==> config.mk <==
export PLATFORM = sky130hd
export DESIGN_NAME = bicubic_accum
export DESIGN_NICKNAME = d
export VERILOG_FILES = /design/src/rtl/bicubic_accum.sv
export SDC_FILE = /design/constraint.sdc
export NUM_CORES = 1
export LEC_CHECK = 0
export ABC_CLOCK_PERIOD_IN_PS = 3500
export BUFFER_PORTS_ARGS = -buffer_cell sky130_fd_sc_hd__buf_2
export CORE_MARGIN = 4
export CORE_UTILIZATION = 24
export CTS_CLUSTER_DIAMETER = 30
export DETAILED_ROUTE_END_ITERATION = 10
export PLACE_DENSITY = 0.44
export SLEW_MARGIN = 0
export SYNTH_ARGS = -nofsm -noshare
export SYNTH_HDL_FRONTEND = slang
export SYNTH_SLANG_ARGS = --single-unit
==> constraint.sdc <==
create_clock -name clk -period 3.5 [get_ports clk]
set_clock_uncertainty 0.05 [all_clocks]
set_input_delay 0.525 -clock clk [delete_from_list [all_inputs] [get_ports clk]]
set_output_delay 0.525 -clock clk [all_outputs]
set_load 0.01 [all_outputs]
==> src/rtl/bicubic_accum.sv <==
// Bicubic tap accumulator: sums TAPS sign-magnitude products, clamps the
// total to 0..255 and presents one pixel per window on a valid/ready output.
module bicubic_accum #(
    parameter int TAPS  = 16,
    parameter int ACC_W = 16
) (
    input  logic                     clk,
    input  logic                     rst,
    input  logic                     in_valid,
    output logic                     in_ready,
    input  logic [7:0]               in_product,
    input  logic                     in_product_sign,
    output logic                     out_valid,
    input  logic                     out_ready,
    output logic [7:0]               out_pixel,
    output logic                     out_clipped,
    output logic [$clog2(TAPS)-1:0]  tap_idx
);

    localparam int CW = $clog2(TAPS);
    localparam logic [CW-1:0]           LAST_TAP = CW'(TAPS - 1);
    localparam logic signed [ACC_W-1:0] MAX_PIX  = ACC_W'(255);

    logic signed [ACC_W-1:0] acc;
    logic signed [ACC_W-1:0] mag_ext;
    logic signed [ACC_W-1:0] term;
    logic signed [ACC_W-1:0] sum;
    logic [CW-1:0]           tap_cnt;
    logic                    last_tap;
    logic                    in_xfer;
    logic                    out_xfer;
    logic                    sum_neg;
    logic                    sum_big;
    logic [7:0]              clamped;

    // Only the closing tap of a window is held off while the previous
    // result is still waiting; earlier taps keep streaming.
    assign last_tap = (tap_cnt == LAST_TAP);
    assign in_ready = ~(last_tap & out_valid & ~out_ready);
    assign in_xfer  = in_valid & in_ready;
    assign out_xfer = out_valid & out_ready;
    assign tap_idx  = tap_cnt;

    // Sign-magnitude to two's complement, running sum and final clamp
    always_comb begin
        mag_ext = {{(ACC_W-8){1'b0}}, in_product};
        term    = in_product_sign ? -mag_ext : mag_ext;
        sum     = acc + term;
        sum_neg = sum[ACC_W-1];
        sum_big = ~sum_neg & (sum > MAX_PIX);
        if (sum_neg) begin
            clamped = 8'd0;
        end else if (sum_big) begin
            clamped = 8'd255;
        end else begin
            clamped = sum[7:0];
        end
    end

    // Accumulator and tap counter advance on every accepted product
    always_ff @(posedge clk or posedge rst) begin
        if (rst) begin
            acc     <= '0;
            tap_cnt <= '0;
        end else if (in_xfer) begin
            if (last_tap) begin
                acc     <= '0;
                tap_cnt <= '0;
            end else begin
                acc     <= sum;
                tap_cnt <= tap_cnt + CW'(1);
            end
        end
    end

    // Output register: loads on the closing tap, clears when consumed
    always_ff @(posedge clk or posedge rst) begin
        if (rst) begin
            out_valid   <= 1'b0;
            out_pixel   <= 8'd0;
            out_clipped <= 1'b0;
        end else if (in_xfer && last_tap) begin
            out_valid   <= 1'b1;
            out_pixel   <= clamped;
            out_clipped <= sum_neg | sum_big;
        end else if (out_xfer) begin
            out_valid   <= 1'b0;
        end
    end

endmodule

**Word-level counts from Yosys, hierarchy flattened**

Cells that the tools add are included.

- Bits in registers: 30
- Bits of input ports: 13
- Logic and storage cells: 28

- Add/sub/neg operators: 3
- Magnitude comparators: 1
- Eq/ne operators: 1
- Multiplexer cells: 7
- Bitwise gates (word level): 9
- Reductions and logical operators: 2

Operator list:

| operator | count |
|---|---|
| $mux 16 | 2 |
| $add 16x16->16 | 1 |
| $gt 16x9->1 const B | 1 |
| $mux 8 | 2 |
| $neg 8->16 | 1 |
| $and 1x1->1 | 5 |
| $add 4x1->4 const B | 1 |
| $eq 4x4->1 const B | 1 |
| $mux 4 | 1 |
| $not 1->1 | 3 |
| $mux 1 | 2 |
| $reduce_bool 2->1 | 1 |
| $logic_and 1x1->1 | 1 |
| $or 1x1->1 | 1 |

**Longest topological paths before layout**

- Depth in word-level cells: 7
- Depth in mapped cells: 14
- Gate-level depth less buffers: 14

**Worst setup path before layout**

No wires, ideal clock.

- Kind: input port to flip-flop
- Start point: input port in_product[3]
- End point: register out_clipped
- Arrival time: 3.151 ns
- Data required time: 3.311 ns
- Setup slack: 0.159 ns
- Stages on the path: 14
- Path through: nor3_1 -> nand2b_1 -> nor4_1 -> ha_1 -> nand2_1 -> o21ai_0 -> ha_1 -> a21o_1 -> a2bb2oi_2 -> nand2_1 -> a311oi_1 -> o211ai_1 -> nor4_4 -> a21oi_1

- Word-level cells in the longest chain between the ends: 6
- Elaborated cells between the ends (all ways): 7
- Classes of those cells: add/sub (2); order compare (1); mux (1); bitwise (3)

Ends and longest elaborated chain:

| item | RTL line | text |
|---|---|---|
| start, declared | 11 | `input logic [7:0] in_product,` |
| $neg 8->16 | 47 | `term = in_product_sign ? -mag_ext : mag_ext;` |
| $mux 16 (*) | 47 |  |
| $add 16x16->16 (*) | 48 | `sum = acc + term;` |
| $gt 16x9->1 or $not 1->1 (tied branches) | 50 | `sum_big = ~sum_neg & (sum > MAX_PIX);` |
| $and 1x1->1 | 50 |  |
| $or 1x1->1 (*) | 85 | `out_clipped <= sum_neg \| sum_big;` |
| end signal, assigned | 85 |  |
| end, declared | 16 | `output logic out_clipped,` |

Every way passes the cells marked *; elsewhere a longest branch is shown, timed or not.
A chain may end at the register's enable or synchronous reset.

**Final worst setup path**

Same ends and word-level chain as after synthesis.

==> impl_metrics.tcl <==
set metrics [dict create \
    synth_top_area_cell "dfrtp_1" \
    finalHoldViolCount 0 \
    worst_hold_slack_ns 0.249 \
    async_flop_share 1.00 \
    area_growth_pct 33.2 \
    min_path_type "in -> async" \
    ioPinCount 28 \
    antenna_found_initial 0 \
    synthTopCellsByArea "dfrtp_1, ha_1, a21oi_1, o21ai_0, nand2_1" \
    maxCapViolations 0 \
    critical_path.endpoint_type "flip-flop" \
    wirelength_um 5840 \
    start_kind "primary input" \
    syn_area_mm2 0.00223 \
    drtIter0Drc 48 \
    drive_gt1_frac 0.281 \
    final_common_cell "buf_4" \
    finalPower_mw 2.66 \
    antennaDiodeCount 0 \
    relSlewSlack 0.578 \
    clk_latency_ns 0.29 \
    cts_tree "yes" \
    synth_edf_count 0 \
    die_h_um 104 \
    ir_drop_uv 378 \
    final_cell_mix "buf_4, dfrtp_1, nand2_1" \
    power_density_mw_per_mm2 896 \
    wl_per_cell_um 13.9 \
    rows 34 \
    dpl.hpwl_um 4700 \
    clock_sinks 30 \
    synth_nets 281 \
    fin_crit_ns 3.23 \
    synth_ff_type "dfrtp_1" \
    grt_pass1_vias 1933 \
    cp_max_fo 9 \
    tightest_slew_ns 0.631 \
    outcome "finished clean" \
    gp_congestion 0.774 \
    ys_seq_area_frac 0.337 \
    clk_pin_slew_ns 0.07 \
    dr.pass1.iters 4 \
    finalSetupViolCount 0 \
    synth_cell_type_count 42 \
    antenna_left 0 \
    cts_max_path_buffers 2 \
    cts_buffers 5 \
    drv_slew 0 \
    grt_use_total 0.111 \
    vias 1956 \
    finalCritPeriodShare 0.922 \
    die_w_um 104 \
    syn_inst 245 \
    vias_per_cell 4.65 \
    synth_top_area_share 0.337 \
    critPathKind "in -> reg" \
    required_ns 3.61 \
    leakage_nw 1.38 \
    root_buffer "clkbuf_8" \
    fin_nets 348 \
    grt_start_max_net_pins 31 \
    io_buffers 27 \
    initial_core_util 0.251 \
    fp.dieArea_mm2 0.0109 \
    grt-ovfl-total 0 \
    cts_hold_buf 0 \
    grt_pass1_wl_um 9690 \
    drc 0 \
    clock.fmax_ghz 0.310 \
    core_mm2 0.00889 \
    finalSetupTns_ns 0 \
    h-tree-depth 2 \
    avgSynthCellArea_um2 9.10 \
    ys_ff_latch 30 \
    ys_warn_count 0 \
    cp_data_arrival_time_ns 3.33 \
]
## power by group
part           switching, mW  internal [mW]
sequential             0.121          0.510
clock                  0.139          0.304
combinational          0.825          0.760
total                   1.09           1.57
## layout make-up
| type | instances | area (µm²) |
|---|---|---|
| Fill cell | 909 | 5920 |
| Multi-Input combinational cell | 195 | 1460 |
| Sequential cell | 30 | 751 |
| Timing Repair Buffer | 65 | 424 |
| Tap cell | 108 | 135 |
| Clock buffer | 6 | 82.6 |
| Clock inverter | 2 | 60.1 |
| Inverter | 15 | 56.3 |
## Yosys cell counts, types with 4 or more instances
cell type and instances:
nand2_1 29, a21oi_1 23, mux2i_1 8, nor3_1 4
dfrtp_1 30, a21o_1 5, nand3_1 4, xor2_1 7
inv_1 15, xnor2_1 10, ha_1 22, o31ai_1 4
nand2b_1 4, o21ai_0 22, nor2_1 7, o211ai_1 4
a21boi_0 8
## layer usage
layer	track usage	routed length (µm)
met1	0.144	2750
met2	0.181	2770
met3	0.0242	206
met4	0.0399	114
met5	0	0
## sequential cells by signal, summed over array words and instances (netlist names)
name and count:
acc 16, out_pixel 8, tap_idx 4, out_clipped 1
out_valid 1
## kinds of logic (layout without fill, tap and decap cells)
kind of cell	count (synthesis)	in the layout	share of synthesized area
adders and majority gates	23	23	0.132
AOI/OAI and AO/OA	84	84	0.244
buffers and inverters	20	88	0.0370
DFF	30	30	0.337
muxes	8	8	0.0359
and+or+nand+nor	62	62	0.140
xor gates and xnor gates	18	18	0.0741
## timing repair
action | CTS | global route
setup endpoints to repair | 9 | 11
pin swaps | 0 | 6
buffers inserted | 0 | 1
resized for setup | 2 | 8
## worst max-delay path: stages
cell and delay [ns]:
buf_2 0.12, nor3_4 0.19, nand2b_1 0.11, nor3_1 0.23, buf_4 0.18, a21boi_0 0.11, ha_1 0.34, and4_1 0.23
a21oi_1 0.15, o21ai_0 0.16, a311oi_2 0.32, o211ai_1 0.18, nor4_4 0.24, buf_6 0.17, a21oi_1 0.07
## worst paths after layout
check / start / to / slack (ns) / depth (start not counted)
min reg2reg: acc[0]$_DFFE_PP0P_ / acc[0]$_DFFE_PP0P_ / 0.45 / 2
max: in_product[3] / out_clipped$_DFFE_PP0P_ / 0.27 / 15
min in group clk: acc[0]$_DFFE_PP0P_ / acc[0]$_DFFE_PP0P_ / 0.45 / 2
max reg2reg: acc[0]$_DFFE_PP0P_ / out_clipped$_DFFE_PP0P_ / 0.71 / 11
max in group asynchronous: rst / acc[13]$_DFFE_PP0P_ / 2.87 / 3
min: rst / out_pixel[3]$_DFFE_PP0P_ / 0.25 / 3
## stage by stage
stage                     cells  cell area (µm²)   util  setup slack (ns)
final                       421             2970  0.334             0.272
after global routing        421             2970  0.334           -0.0138
after CTS                   420             2910  0.327           0.00241
after detailed placement    412             2750  0.309            -0.341
after global placement      412             2750  0.309            -0.304
after floorplan             245             2230      -             0.159
Power figures use the tool's default switching activity.
